===== config.mk =====
export PLATFORM = sky130hd
export DESIGN_NAME = key_event_queue
export DESIGN_NICKNAME = d
export VERILOG_FILES = /design/src/rtl/key_event_queue.sv
export SDC_FILE = /design/constraint.sdc
export NUM_CORES = 1
export LEC_CHECK = 0
export BUFFER_PORTS_ARGS = -buffer_cell sky130_fd_sc_hd__buf_2
export CAP_MARGIN = 20
export CORE_UTILIZATION = 29
export CTS_CLUSTER_DIAMETER = 60
export CTS_CLUSTER_SIZE = 24
export DETAILED_ROUTE_END_ITERATION = 8
export HOLD_SLACK_MARGIN = 0.02
export PLACE_DENSITY = 0.41
export SYNTH_ARGS = -nofsm -noshare
export SYNTH_HDL_FRONTEND = slang
export SYNTH_SLANG_ARGS = --single-unit

===== constraint.sdc =====
create_clock -name clk -period 15.9 [get_ports clk]
set_clock_uncertainty 0.15 [all_clocks]
set_input_delay 4.77 -clock clk [delete_from_list [all_inputs] [get_ports clk]]
set_output_delay 4.77 -clock clk [all_outputs]
set_load 0.1 [all_outputs]

===== src/rtl/key_event_queue.sv =====
// Keypad event front end: debounces the synchronized key code, emits one event per
// accepted press plus optional hold-to-repeat events, and queues them for SPI polling.
module key_event_queue #(
  parameter int unsigned DEBOUNCE_CYCLES = 800000,
  parameter int unsigned REPEAT_DELAY    = 8000000,
  parameter int unsigned REPEAT_PERIOD   = 4000000,
  parameter int unsigned DEPTH           = 4,
  parameter logic [3:0]  IDLE_CODE       = 4'hD
) (
  input  logic                     clk,
  input  logic                     reset,
  input  logic [3:0]               key_in,
  input  logic                     pop,
  output logic [7:0]               key_byte,
  output logic                     empty,
  output logic [$clog2(DEPTH):0]   count,
  output logic                     overflow
);

  localparam int AW   = $clog2(DEPTH);
  localparam int CNW  = AW + 1;
  localparam int DW   = $clog2(DEBOUNCE_CYCLES + 1);
  localparam int RMAX = (REPEAT_DELAY > REPEAT_PERIOD) ? REPEAT_DELAY : REPEAT_PERIOD;
  localparam int RW   = $clog2(RMAX + 2);
  localparam logic [7:0] EMPTY_BYTE = 8'h0D;

  typedef enum logic [1:0] {IDLE, PRESS_WAIT, HELD, RELEASE_WAIT} state_e;

  state_e                    state_q, state_d;
  logic [3:0]                cand_q, cand_d, held_q, held_d;
  logic [DW-1:0]             cnt_q, cnt_d;
  logic [RW-1:0]             rpt_q, rpt_d, rpt_inc, rpt_lim;
  logic                      first_q, first_d;
  logic                      stable, push;
  logic [DEPTH-1:0][3:0]     mem_q;
  logic [AW-1:0]             wr_q, wr_d, rd_q, rd_d;
  logic [CNW-1:0]            count_q, count_d;
  logic [7:0]                key_byte_q, key_byte_d;
  logic                      empty_q, ovf_q, ovf_d;
  logic                      do_push, do_pop;
  logic [3:0]                head_code;

  // Debounce tracker and event FSM. cand follows every sample; held remembers the
  // accepted key so a bounce during release can be recognised.
  always_comb begin
    state_d = state_q;
    held_d  = held_q;
    rpt_d   = rpt_q;
    first_d = first_q;
    push    = 1'b0;
    cand_d  = key_in;
    if (key_in == cand_q)
      cnt_d = (cnt_q == DW'(DEBOUNCE_CYCLES)) ? cnt_q : cnt_q + DW'(1);
    else
      cnt_d = DW'(1);
    stable  = (cnt_d == DW'(DEBOUNCE_CYCLES));
    rpt_inc = rpt_q + RW'(1);
    rpt_lim = first_q ? RW'(REPEAT_DELAY) : RW'(REPEAT_PERIOD);

    case (state_q)
      IDLE: begin
        if (key_in != IDLE_CODE) state_d = PRESS_WAIT;
      end
      PRESS_WAIT: begin
        if (key_in == IDLE_CODE) state_d = IDLE;
      end
      HELD: begin
        if (key_in == held_q) begin
          rpt_d = rpt_inc;
          if (REPEAT_DELAY != 0 && rpt_inc == rpt_lim) begin
            push    = 1'b1;
            rpt_d   = '0;
            first_d = 1'b0;
          end
        end else begin
          state_d = RELEASE_WAIT;
        end
      end
      RELEASE_WAIT: begin
        if (key_in == held_q) state_d = HELD;
      end
      default: state_d = IDLE;
    endcase

    // Debounced acceptance: new press from PRESS_WAIT/IDLE, or a new key during release.
    if (stable && key_in != IDLE_CODE && state_q != HELD && !(state_q == RELEASE_WAIT && key_in == held_q)) begin
      push    = 1'b1;
      held_d  = key_in;
      rpt_d   = '0;
      first_d = 1'b1;
      state_d = HELD;
    end else if (stable && key_in == IDLE_CODE && state_q == RELEASE_WAIT) begin
      state_d = IDLE;
    end
  end

  // FIFO: a full FIFO still accepts a push when the same edge pops.
  always_comb begin
    do_pop  = pop && (count_q != '0);
    do_push = push && ((count_q != CNW'(DEPTH)) || do_pop);
    ovf_d   = ovf_q | (push && !do_push);
    wr_d    = wr_q + AW'(do_push);
    rd_d    = rd_q + AW'(do_pop);
    count_d = count_q + CNW'(do_push) - CNW'(do_pop);
    head_code  = (do_push && wr_q == rd_d) ? key_in : mem_q[rd_d];
    key_byte_d = (count_d == '0) ? EMPTY_BYTE : {4'b1000, head_code};
  end

  always_ff @(posedge clk) begin
    if (reset) begin
      state_q    <= IDLE;
      cand_q     <= '0;
      cnt_q      <= '0;
      held_q     <= '0;
      rpt_q      <= '0;
      first_q    <= 1'b0;
      mem_q      <= '0;
      wr_q       <= '0;
      rd_q       <= '0;
      count_q    <= '0;
      key_byte_q <= EMPTY_BYTE;
      empty_q    <= 1'b1;
      ovf_q      <= 1'b0;
    end else begin
      state_q    <= state_d;
      cand_q     <= cand_d;
      cnt_q      <= cnt_d;
      held_q     <= held_d;
      rpt_q      <= rpt_d;
      first_q    <= first_d;
      if (do_push) mem_q[wr_q] <= key_in;
      wr_q       <= wr_d;
      rd_q       <= rd_d;
      count_q    <= count_d;
      key_byte_q <= key_byte_d;
      empty_q    <= (count_d == '0);
      ovf_q      <= ovf_d;
    end
  end

  assign key_byte = key_byte_q;
  assign empty    = empty_q;
  assign count    = count_q;
  assign overflow = ovf_q;

endmodule


==> reports/metrics.cfg <==
[floorplan]
fp.dieW_microns=132
ioPinCount=20
die_area_sq_um=17500
fp.coreArea_sq_um=16600
dieHeight_microns=132
start_util=0.296
num_rows=47

[clocking]
cts_setup_buffers=0
cts.htree.levels=3
cts.sinks=84
post_cts_resized=0
clock_latency_ps=350
clkTransAtPathRegs_ps=70
tritoncts=done
cts-root-buf=clkbuf_16
hold_buffers=0
cts_buffers=9
cts_max_path_buffers=2

[synthesis]
synth_adder_area_share=0.0219
synth_xor_area_frac=0.0785
yosys-mux-area-fraction=0.0703
synth_flop_cell=dfxtp_1
synth_compound_area_frac=0.134
ys_seq_area_frac=0.343
synth_edf_count=0
avgSynthCellArea_sq_um=8.05
syn_area_sq_um=4910
synth_top_family_by_area=simple AND/OR/NAND/NOR gates
ys_async_sr_fraction=0
ys_ff_latch=84
ys_warn_count=0
syn_inst=610
synth_cell_types=67
synth-simple-area-share=0.288

[sta]
fin_crit_sh=0.553
tns_ps=0
max_clock_freq_mhz=114
slew_viol_final=0
setup_viol=0
period_needed_ps=8800
layout_setup_ws_ps=7100
rsz0062_at_grt=false
hold_violations=0
relSlewSlack=0.358
whs_ps=308
tightest_slew_ps=956

[global_route]
grt_pass1_vias=3848
overflow=0
grt_max_degree=43
grt_pass1_wl_microns=20000
antenna_found_initial=0
grt_use_total=0.143

[final_layout]
layout.cells.most_common=dfxtp_1
area_growth_pct=9.23
most-common-layout-cells=84 x dfxtp_1, 73 x nand2_1, 60 x nor2_1
diodes=0
layout.nets=610
drive_above_1_share=0.103

[detailed_routing]
drcViolationCount=0
viasPerCell=5.03
vias=4127
wirelength_microns=11900
post_drt_wl_per_cell_microns=14.5
drtIter0Drc=209
ant_nets=0
firstDrtPassIters=5

[placed_design]
gp_congestion=0.797
port_buffers=16
dp_hpwl_microns=8490
pre_cts_ws_ps=6770

[worst_setup_path]
worst-path-max-fanout=7
critPathLaunchType=input port
required_ps=15970
cp-end-kind=register
worst-setup-path-type=input port to register
crit_arrival_ps=8870

[power_and_ir_drop]
ir_drop_mv=0.0367
total_leakage_power_nw=1.76
power-per-cell-area_nw_per_um2=81.9
power_uw=439

[min_path]
hp-class=register to register

[status]
status=finished clean

[flow_run]
cap_violations=0

-- final cells by class --
class | instances | area (sq um)
multi-input combinational | 457 | 2920
timing repair buffer | 17 | 87.6
fill | 1757 | 11200
clock inverter | 7 | 73.8
sequential | 84 | 1680
tap | 220 | 275
inverter | 26 | 97.6
clock buffer | 9 | 225
-- state kept, by name (all words and copies together) (netlist names) --
register  flops
wr_q          2
cnt_q        20
rpt_q        23
first_q       1
count         3
held_q        4
key_byte      5
rd_q          2
cand_q        4
mem_q        16
empty         1
state_q       2
overflow      1
-- kinds of logic after synthesis --
| group | after synthesis |
|---|---|
| AND/OR/NAND/NOR | 278 |
| AO/OA/AOI/OAI | 95 |
| flip-flops | 84 |
| buffers and inverters | 71 |
| XOR/XNOR | 44 |
| multiplexers | 29 |
| adder cells (fa/ha/maj) | 8 |
| other | 1 |
-- per-stage QoR --
stage          cells  area (sq um)  utilization
2_1_floorplan    612          4920            -
3_3_place_gp     804          5060        0.305
3_5_place_dp     804          5060        0.305
4_1_cts          820          5360        0.323
5_1_grt          820          5360        0.323
6_report         820          5360        0.323
-- Yosys cell counts, types with 13 or more instances --
cell type,number,area share
a21oi_1,40,0.041
buf_2,13,0.013
clkbuf_1,23,0.018
dfxtp_1,84,0.34
inv_1,26,0.020
mux2i_1,24,0.049
nand2_1,73,0.056
nand3_1,22,0.022
nand4_1,22,0.028
nor2_1,60,0.046
nor3_1,26,0.027
xnor2_1,21,0.037
xor2_1,23,0.041
-- critical path: stages --
cell and delay (ps):
buf_2 150, xnor2_1 170, nand4_1 260, nor3b_1 300
o2111ai_1 130, nor4_1 540, and2_1 280, a41o_1 130
nand2_1 70, ha_1 280, inv_1 60, ha_1 130
inv_1 50, fa_1 370, xor2_1 160, xnor2_1 160
a31oi_1 420, inv_1 230, nor2_1 150, mux2i_1 70
-- per-layer routing --
metal / track usage / routed length (microns) / part of all wire
met5: 0 / 0 / 0
met1: 0.201 / 6140 / 0.52
met3: 0.0192 / 308 / 0.026
met4: 0.0581 / 184 / 0.015
met2: 0.220 / 5250 / 0.44
-- power breakdown --
part,switching (mW),leakage (nW),internal (mW),total [mW]
combinational,0.0112,0.936,0.00367,0.0149
sequential,0.00123,0.678,0.211,0.213
clock,0.100,0.148,0.111,0.211
-- path summary, 6_finish.rpt --
path	cells past startpoint	slack, ps	from	end
worst max register to register	20	10510	cnt_q[1]	key_byte[3]
worst max-delay path	20	7100	key_in[1]	key_byte[3]
worst min register to register	2	310	mem_q[0]	mem_q[0]
worst min-delay path	2	310	mem_q[0]	mem_q[0]
No activity file was read; power rests on OpenSTA's default activity.
